[config.mk]
export PLATFORM = sky130hd
export DESIGN_NAME = sum_latch_uart_multi
export DESIGN_NICKNAME = d
export VERILOG_FILES = /design/src/rtl/sum_latch_uart_multi.sv
export SDC_FILE = /design/constraint.sdc
export NUM_CORES = 1
export LEC_CHECK = 0
export ABC_CLOCK_PERIOD_IN_PS = 6970
export CAP_MARGIN = 10
export CORE_UTILIZATION = 55
export CTS_BUF_LIST = sky130_fd_sc_hd__clkbuf_8
export DETAILED_ROUTE_END_ITERATION = 6
export PLACE_DENSITY = 0.74
export SLEW_MARGIN = 10
export SYNTH_ARGS = -nofsm -noshare
export SYNTH_HDL_FRONTEND = slang
export SYNTH_SLANG_ARGS = --single-unit
[constraint.sdc]
create_clock -name clk -period 6.97 [get_ports clk]
set_input_delay 1.0455 -clock clk [delete_from_list [all_inputs] [get_ports clk]]
set_output_delay 1.0455 -clock clk [all_outputs]
set_load 0.05 [all_outputs]
[src/rtl/sum_latch_uart_multi.sv]
// sum_latch_uart_multi: latches CHANNELS operands via async strobes, reduces them (sum/max) and sends the result over 8N1 UART
module sum_latch_uart_multi #(
  parameter int BITS = 5,
  parameter int CHANNELS = 4,
  parameter int CLK_DIV = 868,
  localparam int RES_W = BITS + $clog2(CHANNELS),
  localparam int NBYTES = (RES_W + 7) / 8
) (
  input  logic                clk,
  input  logic                reset,
  input  logic [CHANNELS-1:0] save_n,
  input  logic [BITS-1:0]     data_input,
  input  logic                mode,
  input  logic                uart_tx_en,
  output logic [RES_W-1:0]    result,
  output logic                uart_txd,
  output logic                uart_tx_busy
);
  typedef enum logic [1:0] {IDLE, START, DATA, STOP} state_t;
  localparam int CW = $clog2(CLK_DIV);
  localparam int YW = $clog2(NBYTES + 1);
  logic [CHANNELS-1:0] s1, s2, s3, fall;
  logic [BITS-1:0] regs [CHANNELS];
  logic [RES_W-1:0] red;
  logic [1:0] trig_q;
  logic trig, pending, tick, last_byte, launch;
  state_t state, state_n;
  logic [CW-1:0] cnt;
  logic [2:0] bit_idx;
  logic [YW-1:0] byte_idx;
  logic [8*NBYTES-1:0] shreg;
  assign fall = s3 & ~s2;
  assign trig = trig_q[1];
  assign tick = cnt == CW'(CLK_DIV - 1);
  assign last_byte = byte_idx == YW'(NBYTES - 1);
  assign launch = (trig && state == IDLE) || (state == STOP && tick && last_byte && (pending || trig));
  // two-flop strobe synchroniser plus a delay stage for falling-edge detection; idles high so reset release is quiet
  always_ff @(posedge clk)
    if (reset) {s1, s2, s3} <= '1;
    else {s1, s2, s3} <= {save_n, s1, s2};
  // each channel captures the shared bus on its own detected strobe edge
  always_ff @(posedge clk)
    for (int i = 0; i < CHANNELS; i++)
      if (reset) regs[i] <= '0;
      else if (fall[i]) regs[i] <= data_input;
  // unsigned sum or maximum across all channels, widened so the sum cannot overflow
  always_comb begin
    red = '0;
    for (int i = 0; i < CHANNELS; i++)
      red = mode ? (RES_W'(regs[i]) > red ? RES_W'(regs[i]) : red) : red + RES_W'(regs[i]);
  end
  // registered result plus a two-cycle trigger delay so the snapshot sees the freshly latched value
  always_ff @(posedge clk)
    if (reset) begin
      result <= '0;
      trig_q <= '0;
    end else begin
      result <= red;
      trig_q <= {trig_q[0], |fall & uart_tx_en};
    end
  // transmitter state register
  always_ff @(posedge clk)
    if (reset) state <= IDLE;
    else state <= state_n;
  // next state: bits advance on tick, frames chain until the last byte, then restart if a latch is pending
  always_comb
    state_n = launch ? START :
              !tick ? state :
              state == START ? DATA :
              state == DATA ? (bit_idx == 3'd7 ? STOP : DATA) :
              state == STOP ? (last_byte ? IDLE : START) : IDLE;
  // bit timer, shift register snapshot and pending-latch bookkeeping
  always_ff @(posedge clk)
    if (reset) begin
      cnt <= '0;
      bit_idx <= '0;
      byte_idx <= '0;
      shreg <= '0;
      pending <= 1'b0;
    end else begin
      cnt <= (state == IDLE || tick) ? '0 : cnt + 1'b1;
      if (launch) begin
        shreg <= (8*NBYTES)'(result);
        bit_idx <= '0;
        byte_idx <= '0;
      end else if (tick && state == DATA) begin
        shreg <= shreg >> 1;
        bit_idx <= bit_idx + 1'b1;
      end else if (tick && state == STOP) byte_idx <= byte_idx + 1'b1;
      pending <= launch ? 1'b0 : pending | (trig & (state != IDLE));
    end
  // line level and busy decoded from the registered state
  always_comb begin
    uart_txd = state == START ? 1'b0 : state == DATA ? shreg[0] : 1'b1;
    uart_tx_busy = state != IDLE;
  end
endmodule

After elaboration in Yosys (flattened, before gate mapping)
Memories as Yosys holds them, arrays and structs flattened. Cells that the tools add are included.

Output and inout port bits: 9. Bits in registers: 45. Bits in writable memories: 20. Memories kept: 1.

Magnitude comparators: 4. Bitwise logic cells: 11. Reductions and logical operators: 16. Mux-type cells: 37. $add $sub $neg: 6. Eq/ne operators: 5.

Memory list: regs (depth 4, width 5, read ports 4, clocked after Yosys merged registers in 0, wr ports 4, line 23) `logic [BITS-1:0] regs [CHANNELS];`.

Operators by type and width (number): $mux W5 (7); $mux W7 (5); $mux W1 (21); $mux W6 (2); $add A10 B1 Y10 const B (1); $eq A10 B10 Y1 const B (1); $add A6 B5 Y7 (1); $add A7 B5 Y7 (1); $gt A5 B7 Y1 (1); $add A5 B5 Y6 (1); $gt A5 B6 Y1 (1); $reduce_bool A2 Y1 (3); $gt A5 B1 Y1 const B (1); $gt A5 B5 Y1 (1); $logic_and A1 B1 Y1 (5); $or A1 B1 Y1 (5); $and A4 B4 Y4 (1); $eq A2 B2 Y1 const B (2); $mux W2 (2); $not A4 Y4 (1); $reduce_or A2 Y1 (2); $reduce_or A4 Y1 (1); $add A3 B1 Y3 const B (1); $eq A3 B3 Y1 const B (1); other kinds (7) (11).

Depth between registers and ports, before layout
An unclocked memory read counts as a cell.

Word-level depth: 13. Gate-level depth with buffers: 25. Gate-level depth less buffers: 24.

Worst setup path after synthesis
OpenSTA, ideal clock, no wires.

Kind: register to register. Start point: memory regs[0][3]. End point: register result[1]. Stages on the path, launching flop included: 22. Arrival time: 5.380 ns. Library setup time: 0.132 ns. Path slack: 1.459 ns. Cell sequence: edfxtp_1 -> clkbuf_1 -> ha_1 -> or4_4 -> o221a_4 -> a21oi_4 -> mux2i_1 -> a21oi_1 -> ha_1 -> or2_2 -> a221oi_1 -> o31a_1 -> clkbuf_1 -> mux2_2 -> mux2_2 -> ha_1 -> inv_1 -> o311ai_0 -> a221o_1 -> and3_1 -> o22ai_1 -> a21oi_1.

RTL lines: from (decl) (line 23); to (signal assigned) (line 58) `result <= red;`; to (decl) (line 15) `output logic [RES_W-1:0] result,`.

==> flow_summary_export.csv <==
group,metric,value,unit
outcome,outcome,"finished clean",
grt,antenna_found_initial,0,
critical_path,crit_arrival,6.34,ns
sta,skew,0.0131,ns
final_layout,n_antenna_cell,0,
sta,finalSetupViolations,0,
synth,yosysSeqAreaShare,38.6,%
clocking,clock_latency,0.34,ns
synth,avgSynthCellArea,9.34,um^2
synth,synth_nets,473,
grt,grt_max_degree,29,
sta,hold_violations,0,
power_and_ir_drop,ir_worst_vdd,0.000192,V
critical_path,end_kind,"register",
final_layout,drive_gt1_share,9.59,%
route,wl_met1,3560,um
sta,period_share,87.0,%
placed_design,gp_congestion,0.909,
critical_path,cp_max_fo,10,
clocking,htreeDepth,3,
synth,synthTopCellsByArea,"dfxtp_1 (23%), edfxtp_1 (15%), ha_1 (13%)",
die,dieArea,7420,um^2
critical_path,cp-startpoint,"regs[1][2]$_SDFFCE_PN0P_",
route,via_per_inst,5.49,
sta,slew_violations,0,
sta,setup_slack,0.905,ns
synth,synth_top_family_by_area,"simple AND/OR/NAND/NOR gates",
die,die_w,86.1,um
clocking,cts-root-buf,"clkbuf_8",
grt,grt_pass1_vias,2834,
route,dr.first_iter.drc_count,149,
synth,synth_cell_types,53,
sta,maxSlewHeadroom,47.3,%
sta,rsz0062_at_grt,"false",
placed_design,dp.cells,518,
route,drtAntennaViolNets,0,
synth,synth_common_cells,"dfxtp_1 (45), ha_1 (40), nor2_1 (36)",
synth,ys.flop_type,"dfxtp_1",
placed_design,hpwl,5880,um
synth,yosysTopAreaCell,"dfxtp_1",
clocking,cts_buffer_depth,2,
critical_path,crit_buf_inv,1,
critical_path,path_common_cell,"ha_1",
clocking,path_clk_slew,0.07,ns
route,top_layer_used,"met4",
route,first_pass_iters,4,
power_and_ir_drop,power_density,225,nW/um^2
clocking,numClockSinks,65,
grt,grt_usage,22.3,%
power_and_ir_drop,p_leak,1.80,nW
clocking,post_cts_buffers,0,
job,max-cap-violations,0,
synth,synth-compound-area-share,14.1,%
critical_path,reg2reg_slack,0.91,ns
critical_path,max_stage_delay,0.56,ns
final_layout,finalInstanceArea,4350,um^2
sta,fmax,0.165,GHz
critical_path,crit_slowest_cell,"or4_4",
critical_path,worstPathRequired,7.24,ns
final_layout,syn2layout_area_growth,11.6,%
critical_path,ff2ff_path_depth,19,
die,num_rows,30,
die,fp.dieH,86.1,um
route,wl,7620,um
placed_design,place_area,4170,um^2
grt,grt-ovfl-total,0,
hold_path,hp-class,"register to register",
grt,grt_pass1_wl,12800,um
die,core-area,6830,um^2
die,initial_utilization,57.0,%
critical_path,worstPathCellList,"ha_1 -> or4_4 -> o221a_4 -> a21oi_4 -> mux2i_1 -> a21oi_1 -> ha_1 -> or2_2 -> a221oi_1 -> o31a_1 -> mux2_2 -> mux2_2 -> ha_1 -> inv_1 -> o311ai_0 -> a221o_1 -> nand2_1 -> or3_1 -> a21oi_1",
route,wl_met3,347,um
synth,yosys.area.top_type_share,23.1,%
critical_path,r2r-start,"regs[1][2]$_SDFFCE_PN0P_",
synth,synth-xor-area-share,4.72,%
synth,syn_inst,417,
synth,synth_edf_count,20,
synth,yosys_warnings,0,
route,wl_met2,3530,um
route,vias,2932,
route,drc,0,
placed_design,numPortBuffers,21,
clocking,cts_buffers,9,
critical_path,path_delay_family,"compound AO/OA/AOI/OAI gates",
clocking,cts.repair.resized,0,
die,io_pins,22,
sta,period_needed,6.06,ns
synth,synthMuxAreaShare,4.05,%
synth,synthAdderAreaFrac,14.4,%
sta,tightest_slew,0.785,ns
final_layout,instances_no_fill,534,
critical_path,path_class,"register to register",
clocking,cts_tree,"done",
critical_path,cp-endpoint,"result[1]$_SDFF_PP0_",
placed_design,pre_cts_slack,0.900,ns
synth,synth-simple-area-share,19.1,%
final_layout,nets,489,
critical_path,reg2reg_to,"result[1]$_SDFF_PP0_",
route,wire_per_inst,14.3,um
sta,tns,0,ns
clocking,cts-hold-fix-buffers,0,
synth,synthesis.area,3890,um^2
critical_path,cp.depth,19,
synth,async_reset_ff_share,0,%
critical_path,cp-start-kind,"register",
synth,yosysMostFrequentCell,"dfxtp_1",
synth,synth_seq_cells,65,
-- how the worst min path moves through the flow --
| stage | startpoint | end | slack [ns] | cells after the start |
|---|---|---|---|---|
| after CTS | s1[3]$_SDFF_PP1_ | s2[3]$_SDFF_PP1_ | 0.42 | 1 |
| final | s1[1]$_SDFF_PP1_ | s2[1]$_SDFF_PP1_ | 0.42 | 1 |
| after detailed placement | s1[1]$_SDFF_PP1_ | s2[1]$_SDFF_PP1_ | 0.40 | 1 |
| after floorplan | s1[0]$_SDFF_PP1_ | s2[0]$_SDFF_PP1_ | 0.39 | 1 |
| after global placement | s1[3]$_SDFF_PP1_ | s2[3]$_SDFF_PP1_ | 0.39 | 1 |
| after global routing | s1[3]$_SDFF_PP1_ | s2[3]$_SDFF_PP1_ | 0.43 | 1 |
-- report_power, final --
group	internal, mW	leakage (nW)	switching, mW
combinational	0.110	1.12	0.158
clock	0.145	0.102	0.143
sequential	0.408	0.577	0.0137
-- cells by family (layout without fill, tap and decap cells) --
group / Yosys count / after routing
buffers and inverters: 53 / 74
and+or+nand+nor: 140 / 140
muxes: 15 / 15
adders and majority gates: 43 / 43
AOI/OAI and AO/OA: 80 / 80
DFF: 65 / 65
xor gates and xnor gates: 21 / 21
-- cells in the final DEF, fill, tap and decap left out, types with 8 or more instances in the layout --
cell type,instances
dfxtp_1,45
ha_1,40
inv_1,37
nor2_1,36
a21oi_1,21
and2_1,21
clkdlybuf4s50_1,21
edfxtp_1,20
nand2_1,18
or2_2,14
o21ai_0,14
nand3_1,13
xor2_1,11
nor3_1,11
clkbuf_8,11
xnor2_1,10
mux2i_1,9
a21o_1,8
-- state kept, by name, summed over array words and instances, names as in the netlist --
register,cells
pending,1
shreg,7
byte_idx,1
state,2
s2,4
regs,20
s3,4
bit_idx,3
trig_q,2
s1,4
cnt,10
result,7
-- layer usage --
| layer | track usage (%) | up-vias |
|---|---|---|
| met3 | 5.97 | 23 |
| met1 | 28.5 | 1369 |
| met2 | 36.1 | 61 |
| met5 | 0 | - |
| met4 | 8.64 | 0 |
| li1 | - | 1479 |
-- cell type report --
cell class | instances | area (um^2)
clock buffers | 11 | 151
clock inverters | 5 | 23.8
fillers | 572 | 2480
inverters | 35 | 131
multi-input cells | 299 | 2190
flip-flops and latches | 65 | 1500
well taps | 96 | 120
repair buffers | 23 | 225
-- stage by stage --
step                      utilization, %  hold WS (ns)  total power, mW
after detailed placement            61.1         0.402            0.696
after CTS                           63.6         0.419            0.983
after global routing                63.6         0.433             1.03
final                               63.6         0.416            0.978
after global placement              61.1         0.392            0.692
after floorplan                        -         0.389            0.625
Power figures use the tool's default switching activity.
